[src/rtl/display_pkg.sv]
// Shared definitions for the display-sharing arbiter.
// Contents:
//   arb_state_t       : arbiter states ARB_IDLE / ARB_BLANK / ARB_SHOW
//   DIGITS/HEX_W/LUM_W: widths of the seven-segment driver inputs
//   MASK_ALL          : digit mask that blanks all four digits
package display_pkg;

  typedef enum logic [1:0] {
    ARB_IDLE  = 2'd0,
    ARB_BLANK = 2'd1,
    ARB_SHOW  = 2'd2
  } arb_state_t;

  localparam int DIGITS = 4;
  localparam int HEX_W  = 16;
  localparam int LUM_W  = 4;

  localparam logic [DIGITS-1:0] MASK_ALL = 4'hF;

endpackage

[src/rtl/rr_pick.sv]
// Combinational round-robin first-set search.
// Ports:
//   req     in  NREQ  request bits
//   ptr     in  PW    index where the search starts (wraps around)
//   exclude in  NREQ  bits to ignore in the search
//   valid   out 1     some non-excluded request bit is set
//   index   out PW    first set, non-excluded bit at or after ptr
module rr_pick #(
  parameter int NREQ = 3,
  parameter int PW   = (NREQ > 1) ? $clog2(NREQ) : 1
) (
  input  logic [NREQ-1:0] req,
  input  logic [PW-1:0]   ptr,
  input  logic [NREQ-1:0] exclude,
  output logic            valid,
  output logic [PW-1:0]   index
);

  logic [NREQ-1:0] cand;
  logic [PW-1:0]   sel;

  assign cand = req & ~exclude;

  // Walk from the farthest offset down to ptr itself so the closest
  // candidate to ptr is the last one written and therefore wins.
  always_comb begin
    valid = 1'b0;
    index = '0;
    sel   = '0;
    for (int k = NREQ - 1; k >= 0; k--) begin
      sel = PW'((int'(ptr) + k) % NREQ);
      if (cand[sel]) begin
        valid = 1'b1;
        index = sel;
      end
    end
  end

endmodule

[src/rtl/display_share_arbiter.sv]
// Shares one 4-digit seven-segment driver among NREQ requesters.
// Round-robin ownership with a minimum on-screen time, and a blanking gap
// between owners so multiplexed digits never show mixed content.
// Optional build macro: DISPLAY_ARB_FADE_EN (luminance fades in on each
// new owner, one step every FADE_STEP cycles).
// Ports:
//   clk, rst        clock, synchronous active-high reset
//   req             per-requester request level
//   req_hexx/mask/points/luminance  per-requester display slices
//   gnt             one-hot grant (or zero)
//   disp_en/hexx/mask/points/luminance  registered driver inputs
module display_share_arbiter
  import display_pkg::*;
#(
  parameter int NREQ         = 3,
  parameter int HOLD_CYCLES  = 50000,
  parameter int BLANK_CYCLES = 64,
  parameter int FADE_STEP    = 1024
) (
  input  logic                    clk,
  input  logic                    rst,
  input  logic [NREQ-1:0]         req,
  input  logic [HEX_W*NREQ-1:0]   req_hexx,
  input  logic [DIGITS*NREQ-1:0]  req_mask,
  input  logic [DIGITS*NREQ-1:0]  req_points,
  input  logic [LUM_W*NREQ-1:0]   req_luminance,
  output logic [NREQ-1:0]         gnt,
  output logic                    disp_en,
  output logic [HEX_W-1:0]        disp_hexx,
  output logic [DIGITS-1:0]       disp_mask,
  output logic [DIGITS-1:0]       disp_points,
  output logic [LUM_W-1:0]        disp_luminance
);

  localparam int PW    = $clog2(NREQ);
  localparam int MAXC  = (HOLD_CYCLES > BLANK_CYCLES) ? HOLD_CYCLES : BLANK_CYCLES;
  localparam int CNT_W = $clog2(MAXC + 1);
  localparam logic [CNT_W-1:0] BLANK_LOAD = CNT_W'(BLANK_CYCLES - 1);
  localparam logic [CNT_W-1:0] HOLD_LOAD  = CNT_W'(HOLD_CYCLES - 1);

  arb_state_t       state, next_state;
  logic [PW-1:0]    owner, next_owner, ptr, next_ptr, owner_inc;
  logic [CNT_W-1:0] cnt, next_cnt;
  logic [NREQ-1:0]  owner_hot, next_hot;
  logic             others;
  logic [PW-1:0]    pick_ptr, pick_idx;
  logic [NREQ-1:0]  pick_excl;
  logic             pick_vld;
  logic [LUM_W-1:0] lum_tgt;

  assign owner_inc = (owner == PW'(NREQ - 1)) ? '0 : owner + 1'b1;
  assign owner_hot = NREQ'(1) << owner;
  assign next_hot  = NREQ'(1) << next_owner;
  assign others    = |(req & ~owner_hot);
  assign lum_tgt   = req_luminance[LUM_W*next_owner +: LUM_W];

  // From SHOW the search starts after the departing owner and skips it, so
  // a waiter always goes before the owner re-acquiring the display.
  assign pick_ptr  = (state == ARB_SHOW) ? owner_inc : ptr;
  assign pick_excl = (state == ARB_SHOW) ? owner_hot : '0;

  rr_pick #(.NREQ(NREQ), .PW(PW)) u_pick (
    .req     (req),
    .ptr     (pick_ptr),
    .exclude (pick_excl),
    .valid   (pick_vld),
    .index   (pick_idx)
  );

  always_ff @(posedge clk) begin
    if (rst) begin
      state <= ARB_IDLE;
      owner <= '0;
      ptr   <= '0;
      cnt   <= '0;
    end else begin
      state <= next_state;
      owner <= next_owner;
      ptr   <= next_ptr;
      cnt   <= next_cnt;
    end
  end

  always_comb begin
    next_state = state;
    next_owner = owner;
    next_ptr   = ptr;
    next_cnt   = cnt;
    unique case (state)
      ARB_IDLE: begin
        if (pick_vld) begin
          next_owner = pick_idx;
          next_cnt   = BLANK_LOAD;
          next_state = ARB_BLANK;
        end
      end
      ARB_BLANK: begin
        if (cnt != '0) begin
          next_cnt = cnt - 1'b1;
        end else if (req[owner]) begin
          next_cnt   = HOLD_LOAD;
          next_state = ARB_SHOW;
        end else if (pick_vld) begin
          next_owner = pick_idx;
          next_cnt   = BLANK_LOAD;
        end else begin
          next_state = ARB_IDLE;
        end
      end
      ARB_SHOW: begin
        if (cnt != '0) next_cnt = cnt - 1'b1;
        if (!req[owner] || (cnt == '0 && others)) begin
          next_ptr = owner_inc;
          if (pick_vld) begin
            next_owner = pick_idx;
            next_cnt   = BLANK_LOAD;
            next_state = ARB_BLANK;
          end else begin
            next_state = ARB_IDLE;
          end
        end
      end
      default: next_state = ARB_IDLE;
    endcase
  end

  // Outputs are registered against the post-update state so gnt and
  // disp_en always change together.
  always_ff @(posedge clk) begin
    if (rst) begin
      gnt         <= '0;
      disp_en     <= 1'b0;
      disp_hexx   <= '0;
      disp_mask   <= MASK_ALL;
      disp_points <= '0;
    end else if (next_state == ARB_SHOW) begin
      gnt         <= next_hot;
      disp_en     <= 1'b1;
      disp_hexx   <= req_hexx[HEX_W*next_owner +: HEX_W];
      disp_mask   <= req_mask[DIGITS*next_owner +: DIGITS];
      disp_points <= req_points[DIGITS*next_owner +: DIGITS];
    end else begin
      gnt         <= '0;
      disp_en     <= 1'b0;
      disp_mask   <= MASK_ALL;
    end
  end

`ifdef DISPLAY_ARB_FADE_EN
  localparam int FW = (FADE_STEP > 1) ? $clog2(FADE_STEP) : 1;
  logic [FW-1:0] fade_cnt;

  // Fade-in restarts at zero for every new owner; a lowered target snaps.
  always_ff @(posedge clk) begin
    if (rst) begin
      disp_luminance <= '0;
      fade_cnt       <= '0;
    end else if (next_state == ARB_SHOW) begin
      if (state != ARB_SHOW) begin
        disp_luminance <= '0;
        fade_cnt       <= '0;
      end else if (lum_tgt < disp_luminance) begin
        disp_luminance <= lum_tgt;
        fade_cnt       <= '0;
      end else if (lum_tgt != disp_luminance) begin
        if (fade_cnt == FW'(FADE_STEP - 1)) begin
          disp_luminance <= disp_luminance + 1'b1;
          fade_cnt       <= '0;
        end else begin
          fade_cnt <= fade_cnt + 1'b1;
        end
      end
    end
  end
`else
  // FADE_STEP only matters to the fade build.
  logic unused_fade_step;
  assign unused_fade_step = (FADE_STEP != 0);

  always_ff @(posedge clk) begin
    if (rst) begin
      disp_luminance <= '0;
    end else if (next_state == ARB_SHOW) begin
      disp_luminance <= lum_tgt;
    end
  end
`endif

endmodule

[config.mk]
export PLATFORM = sky130hd
export DESIGN_NAME = display_share_arbiter
export DESIGN_NICKNAME = d
export VERILOG_FILES = /design/src/rtl/display_pkg.sv /design/src/rtl/rr_pick.sv /design/src/rtl/display_share_arbiter.sv
export SDC_FILE = /design/constraint.sdc
export NUM_CORES = 1
export LEC_CHECK = 0
export BUFFER_PORTS_ARGS = -buffer_cell sky130_fd_sc_hd__buf_4
export CAP_MARGIN = 10
export CORE_ASPECT_RATIO = 0.6
export CORE_UTILIZATION = 25
export DETAILED_ROUTE_END_ITERATION = 8
export RECOVER_POWER = 50
export SLEW_MARGIN = 20
export SYNTH_ARGS = -nofsm -noshare
export SYNTH_HDL_FRONTEND = slang
export SYNTH_SLANG_ARGS = --single-unit
[constraint.sdc]
create_clock -name clk -period 7.8 [get_ports clk]
set_input_delay 1.17 -clock clk [delete_from_list [all_inputs] [get_ports clk]]
set_output_delay 1.17 -clock clk [all_outputs]
set_load 0.02 [all_outputs]
Word-level counts from Yosys, hierarchy flattened. Index checks and enable logic that the tools add are counted.

$add $sub $neg: 4. Multiply operators: 0. Div/mod/pow operators: 3. Magnitude comparators: 4. Equality and inequality tests: 4. Shift-type cells: 6. Multiplexer cells: 37. Bitwise operators: 5. Reductions and logical operators: 10.

Operators with widths (number): $mux W16 (6); $mod A32 B3 Y32 const B (2); $pmux W16 S3 (1); $shiftx A48 B7 Y16 (1); $shiftx A12 B5 Y4 (3); $mod A3 B3 Y32 const B (1); $mux W2 (14); $logic_not A16 Y1 (1); $reduce_bool A16 Y1 (1); $sub A16 B1 Y16 const B (1); $lt A2 B3 Y1 const B (4); $pmux W2 S3 (2); $mux W1 (9); $bmux W1 S2 (4); $and A3 B3 Y3 (2); $eq A2 B2 Y1 const B (3); $not A3 Y3 (2); $shl A1 B2 Y3 const A (2); $add A2 B1 Y3 const B (1); $add A2 B2 Y3 const B (1); $mux W3 (1); $reduce_bool A3 Y1 (1); $reduce_or A3 Y1 (1); $add A2 B1 Y2 const B (1); other kinds (8) (8).

Register bits after elaboration: 54. Latch bits: 0. Bits in writable memories: 0. Bits in read-only memories: 0. Bits of input ports: 89. Output and inout port bits: 32. Word-level logic and storage cells: 83. Memories: 0.

Longest topological paths before layout. Gate-level depths: netlist of the first run.

Depth after elaboration: 17. Depth in mapped cells: 15. Mapped depth without buffers: 12.

By module. From an unflattened synthesis of the first run, not the netlist that was laid out.

Cell total of the unflattened synthesis: 412. Area, all modules: 3498.4 um2.

By module, submodules not included: display_share_arbiter (instances 1, cells an instance 388, area each 3345.7 um2, seq. area each 1081.0 um2); rr_pick (instances 1, cells an instance 24, area each 152.6 um2, seq. area each 0.0 um2).

Worst setup path after synthesis of the first run. No wires, ideal clock.

Path kind: input port to flip-flop. Start: in req[1]. End: reg disp_hexx[10]. Library setup time: 0.122 ns. Data arrival time: 3.190 ns. Required time: 7.678 ns. Path slack: 4.488 ns. Stages: 12. Path buffers: 2. Cells stage by stage: mux2i_1 -> nor2_1 -> a21oi_1 -> nand2_2 -> a21o_1 -> o21ai_1 -> and3_1 -> buf_2 -> buf_4 -> mux2i_1 -> nor2_1 -> o32a_1.

Cells in the longest elaborated chain, start to end: 11. Elaborated cells between the ends (all ways): 34. Classes of those cells: eq/ne (1); shift (1); mux (26); bitwise (2); reduce/logical (4).

RTL lines: start: declaration (RTL line display_share_arbiter.sv:22) `input logic [NREQ-1:0] req,`; $and A3 B3 Y3 (RTL line rr_pick.sv:22) `assign cand = req & ~exclude;`; $bmux W1 S2 (RTL line rr_pick.sv:32) `if (cand[sel]) begin`; $mux W1 (not written as such) (RTL line rr_pick.sv:32); $mux W2 / $mux W1 (equally long branches) (3 in a row) (RTL line rr_pick.sv:32); $mux W2, on equally long branches (RTL line display_share_arbiter.sv:91, display_share_arbiter.sv:103, display_share_arbiter.sv:114); $mux W2 (RTL line display_share_arbiter.sv:100) `end else if (req[owner]) begin`; $mux W2 (RTL line display_share_arbiter.sv:98) `if (cnt != '0) begin`; $pmux W2 S3 (RTL line display_share_arbiter.sv:89) `unique case (state)`; $shiftx A48 B7 Y16 / $eq A2 B2 Y1 (equally long branches) (RTL line display_share_arbiter.sv:139, display_share_arbiter.sv:136); end signal: assignment (RTL line display_share_arbiter.sv:139) `disp_hexx <= req_hexx[HEX_W*next_owner +: HEX_W];`; end: declaration (RTL line display_share_arbiter.sv:29) `output logic [HEX_W-1:0] disp_hexx,`.

Several ways; a longest one is shown, not always the timed one. The select of a mux whose other input is x is not followed. A chain may end at the register's enable or synchronous reset.

Final worst setup path of the first run.
Start: reg state[0]. End: reg disp_mask[0].

Cells in the longest elaborated chain, start to end: 16. Elaborated cells between the ends (all ways): 40. Classes of those cells: add/sub (2); div (3); eq/ne (3); shift (1); mux (26); bitwise (3); reduce/logical (2).

RTL lines: start: declaration (RTL line display_share_arbiter.sv:41) `arb_state_t state, next_state;`; start signal: assignment (RTL line display_share_arbiter.sv:77) `state <= next_state;`; parallel branches: the longest is 16 deep, another holds $mod A32 B3 Y32; end signal: assignment (RTL line display_share_arbiter.sv:140) `disp_mask <= req_mask[DIGITS*next_owner +: DIGITS];`; end: declaration (RTL line display_share_arbiter.sv:30) `output logic [DIGITS-1:0] disp_mask,`.

Parallel ways; which one is timed is not known. The select of a mux whose other input is x is not followed.

==> metrics.cfg, run 1 <==
[global_routing]
grt_max_degree = 58
grt_pass1_vias = 3909
overflow = 0
antenna_found_initial = 0
track_usage = 0.146
grt_pass1_wl_microns = 19200

[sta]
period_share = 0.578
setup_slack_ps = 3290
finalHoldViolCount = 0
tightest_slew_ps = 1040
max-slew-margin-rel = 0.304
max_freq_mhz = 222
setup_tns_ps = 0
fin_hold_ws_ps = 489
slew_violations = 0
fin_crit_ps = 4510
setup_viol = 0
skew_ps = 9.16
rsz0062_at_grt = no

[detailed_routing]
via_count = 4167
wl_per_cell_microns = 15.0
drt-vias-per-instance = 5.28
dr.first_iter.drc_count = 268
postRouteAntennaNets = 0
dr.pass1.iters = 5
totalWireLength_microns = 11800
drc = 0

[power_and_ir_drop]
combPwrFrac = 0.324
power_density_nw_per_um2 = 158
leakage_uw = 0.00219
p_int_uw = 508
power_switching_uw = 264
swShare = 0.342
p_total_uw = 772
p_clk_frac = 0.289
p_seq_frac = 0.387
ir_worst_vdd_mv = 0.0802

[clock_network]
post_cts_buffers = 0
cts_resized = 0
hold_buffers = 0
path_clk_slew_ps = 70
clk_latency_ps = 300
cts-htree-levels = 2
cts-root-buf = clkbuf_16
cts_made_buffers = 5
cts_tree = built
numClockSinks = 54
clock_path_buffers = 2

[synth]
synth_cells = 492
async_flop_share = 0
ys_warn_count = 0
yosysUniqueCellTypes = 70
synth.area.top_cells = dfxtp_1, mux2i_1, o32a_1
synth_edf_count = 0
synth_area_sq_um = 3920
synth_seq_cells = 54
synth_area_per_cell_sq_um = 7.98
ys_seq_area_frac = 0.276
syn_nets = 589
yosysTopAreaCellShare = 0.276
synth_top_area_cell = dfxtp_1
synth-main-ff-cell = dfxtp_1

[floorplan]
core_area_sq_um = 15300
ioPinCount = 121
placementRows = 35
initial_core_util = 0.256
die_h_microns = 99.0
die-area_sq_um = 16200
die_w_microns = 164

[placed_design]
pre_cts_ws_ps = 3560
globalplace.congestion = 0.887
portBuffers = 120
place_hpwl_microns = 8730

[layout]
nFillCells = 1613
area_delta_synth_final_pct = 24.8
mostFrequentLayoutCells = buf_4, nor2_1, dfxtp_1
final_util = 0.319
diodes = 0
layout_commonest_cell = buf_4
drive_gt1_frac = 0.200
final_nets = 683

[hold_path]
min_path_type = flip-flop to flip-flop

[setup_path]
crit_start = state[0]
r2r-start = state[0]
r2r-end = disp_mask[0]
end_kind = flip-flop
rr_worst_depth = 13
cp.arrival_ps = 4680
cp-start-kind = flip-flop
path_class = flip-flop to flip-flop
cp_data_required_time_ps = 7970
endpoint = disp_mask[0]
r2r_slack_ps = 3290
cp_max_fo = 57

[job]
maxCapViolCount = 0

[outcome]
status = complete, no violations

==> how the worst min path moves through the flow <==
| stage | start | to | cells after the start |
|---|---|---|---|
| finish | cnt[10] | cnt[10] | 2 |
| global route | cnt[10] | cnt[10] | 2 |
| CTS | cnt[10] | cnt[10] | 2 |
| detailed placement | cnt[10] | cnt[10] | 2 |
| global placement | cnt[10] | cnt[10] | 2 |
| floorplan | cnt[10] | cnt[10] | 2 |
==> cell usage after synthesis, types with 6 or more instances <==
master,count
clkbuf_1,12
nand3_1,9
o22ai_1,6
dfxtp_1,54
o211ai_1,6
inv_1,15
nor3_1,13
buf_2,13
ha_1,8
and3_1,29
o21ai_0,26
buf_4,6
nand2_1,26
mux2i_1,31
nor2b_1,27
nor2_1,62
o32a_1,24
a21oi_1,27
==> sequential cells by signal, indices dropped and copies added, names as in the netlist <==
register,count
ptr,2
disp_mask,4
disp_points,4
gnt,3
disp_hexx,16
owner,2
cnt,16
state,2
disp_en,1
disp_luminance,4
==> routing by layer <==
layer  share of wire  global-route usage  vias up  wire (microns)
li1                -                   -     1989               -
met1            0.47               0.201     1973            5570
met2            0.44               0.227      187            5170
met3           0.081              0.0379       18             962
met4           0.012              0.0313        0             141
met5               0                   0        -               0
==> final cells by class <==
class | instances | area (sq um) | area share
Clock inverter | 1 | 7.51 | 0.00153
Sequential cell | 54 | 1080 | 0.221
Tap cell | 203 | 254 | 0.0519
Inverter | 17 | 63.8 | 0.0130
Clock buffer | 6 | 129 | 0.0263
Timing Repair Buffer | 123 | 800 | 0.163
Multi-Input combinational cell | 385 | 2560 | 0.523
==> kinds of logic (layout without fill, tap and decap cells) <==
kind of cell | Yosys count | after routing | synth area share
mux | 31 | 31 | 0.0791
simple gates | 201 | 201 | 0.271
buf+inv | 53 | 147 | 0.0701
flops | 54 | 54 | 0.276
xor+xnor | 4 | 4 | 0.00893
compound gates | 141 | 141 | 0.269
fa+ha+maj | 8 | 8 | 0.0255
==> worst max-delay path, cell delays in order, from the launching register on <==
cell and delay [ps]:
dfxtp_1 350, inv_1 120, ha_1 630, inv_1 310, nor3_1 250, a32o_1 250, o31ai_1 150, nor3_1 820
nor3_2 150, o32ai_4 290, buf_4 460, and2_1 220, nand4_1 180, a2bb2oi_1 190
==> power groups by stage <==
stage          clock (uW)  combinational, uW  sequential [uW]
4_1_cts               229                253              298
2_1_floorplan           0                180              302
3_3_place_gp            0                247              304
5_1_grt               240                276              301
3_5_place_dp            0                252              305
6_report              223                250              299
==> per-stage QoR <==
stage               instance area [sq um]  instances
global route                         4900        789
CTS                                  5040        789
floorplan                            3920        492
global placement                     4910        782
finish                               4900        789
detailed placement                   4910        782
Note: power is estimated with default switching activity, not from simulation.
==> run 2: changes to the inputs <==
- clock period: 7.8 -> 4.2 ns (I/O delays scaled with it)
==> metrics.cfg, run 2 (same netlist as run 1, synthesis figures left out) <==
[clock_network]
cts-root-buf = clkbuf_16
cts_resized = 0  ; unchanged
numClockSinks = 54  ; unchanged
post_cts_buffers = 0  ; unchanged
hold_buffers = 0  ; unchanged
cts_made_buffers = 5  ; unchanged
path_clk_slew_ps = 80  ; about the same
cts_tree = built
clk_latency_ps = 300  ; about the same
cts-htree-levels = 2  ; unchanged
clock_path_buffers = 2  ; unchanged

[setup_path]
cpMaxStageDelayCell = ha_1
crit_chain = inv_1 -> ha_1 -> nand2_1 -> a211o_1 -> o211ai_1 -> o31ai_2 -> or3_1 -> nand2_1 -> a41oi_1 -> a21oi_1 -> nand3_4 -> o32a_1
cp.arrival_ps = 3990  ; -690 ps
cp_data_required_time_ps = 4390  ; -3580 ps
path_class = flip-flop to flip-flop
cp-start-kind = flip-flop
end_kind = flip-flop
max_stage_delay_ps = 460  ; -360 ps
path_common_cell = nand2_1
cp_max_fo = 24  ; -58%

[global_routing]
antenna_found_initial = 0  ; unchanged
grt_max_degree = 58  ; unchanged
overflow = 0  ; unchanged
grt_pass1_vias = 3851  ; -1.5%
track_usage = 0.146  ; +0.000510
grt_pass1_wl_microns = 19300  ; +0.69%

[sta]
finalHoldViolCount = 0  ; unchanged
max_freq_mhz = 263  ; +19%
slew_violations = 0  ; unchanged
setup_tns_ps = 0  ; unchanged
rsz0062_at_grt = no
max-slew-margin-rel = 0.491  ; +0.187
setup_viol = 0  ; unchanged
tightest_slew_ps = 763  ; -273 ps
period_share = 0.905  ; +0.327
fin_crit_ps = 3800  ; -708 ps
skew_ps = 11.4  ; +2.29 ps
fin_hold_ws_ps = 490  ; +0.961 ps

[power_and_ir_drop]
power_density_nw_per_um2 = 304  ; +93%
ir_worst_vdd_mv = 0.137  ; +71%
leakage_uw = 0.00224  ; +2.6%

[detailed_routing]
dr.first_iter.drc_count = 264  ; -1.5%
drt-vias-per-instance = 5.12  ; -3.1%
postRouteAntennaNets = 0  ; unchanged
via_count = 4069  ; -2.4%
wl_per_cell_microns = 14.9  ; -0.75%
dr.pass1.iters = 5  ; unchanged
totalWireLength_microns = 11800  ; unchanged
drc = 0  ; unchanged

[layout]
area_delta_synth_final_pct = 27.7
drive_gt1_frac = 0.211  ; +0.0115
diodes = 0  ; unchanged
final_nets = 688  ; +0.73%
layout_commonest_cell = buf_4
reg_top3 = cnt: 16 flops, disp_hexx: 16 flops
mostFrequentLayoutCells = buf_4, nor2_1, dfxtp_1

[floorplan]
die_h_microns = 99.0  ; unchanged
ioPinCount = 121  ; unchanged
die_w_microns = 164  ; unchanged
initial_core_util = 0.256  ; unchanged
core_area_sq_um = 15300  ; unchanged
die-area_sq_um = 16200  ; unchanged
placementRows = 35  ; unchanged

[outcome]
status = complete, no violations

[placed_design]
portBuffers = 120  ; unchanged
globalplace.congestion = 0.903  ; +1.8%
place_hpwl_microns = 9000  ; +3.1%

[hold_path]
min_path_type = flip-flop to flip-flop

[job]
maxCapViolCount = 0  ; unchanged

## run 2: report_power, final
part	internal, uW	switching (uW)
clock network	285	213
registers	530	24.4
logic	207	265
total	1020	502
## run 2: layout make-up
cell class / count / area [sq um]
well taps: 203 / 254
inverters: 17 / 63.8
multi-input cells: 385 / 2570
clock buffers: 5 / 125
fillers: 1645 / 10300
repair buffers: 128 / 875
clock inverters: 3 / 47.5
flip-flops and latches: 54 / 1080
## run 2: worst paths after layout
| path | cells after the start | slack [ps] | endpoint | startpoint |
|---|---|---|---|---|
| worst max-delay path | 12 | 400 | disp_hexx[2] | state[0] |
| worst max register to register | 12 | 400 | disp_hexx[2] | state[0] |
| worst min-delay path | 2 | 490 | cnt[10] | cnt[10] |
| worst min register to register | 2 | 490 | cnt[10] | cnt[10] |
## run 2: worst max-delay path: cells and delay by family (launching register included)
family,cells,cell delay (ps)
AO/OA/AOI/OAI,6,1670
adder cells (fa/ha/maj),1,460
buffers and inverters,1,120
flip-flops,1,360
AND/OR/NAND/NOR,4,1070
## run 2: layer usage
layer,vias to the layer above,track usage,part of all wire
li1,2003,-,-
met1,1869,0.213,0.48
met2,189,0.209,0.41
met3,8,0.0438,0.10
met4,0,0.0328,0.0062
met5,-,0,0
## run 2: through the flow
| step | worst slack (ps) | utilization | cell area [sq um] | power, uW | cells |
|---|---|---|---|---|---|
| floorplan | 1170 | - | 3920 | 896 | 492 |
| global placement | 549 | 0.325 | 4980 | 1040 | 787 |
| detailed placement | 461 | 0.325 | 4980 | 1040 | 787 |
| CTS | 428 | 0.336 | 5160 | 1550 | 795 |
| global route | 24.2 | 0.327 | 5010 | 1610 | 795 |
| finish | 400 | 0.327 | 5010 | 1530 | 795 |
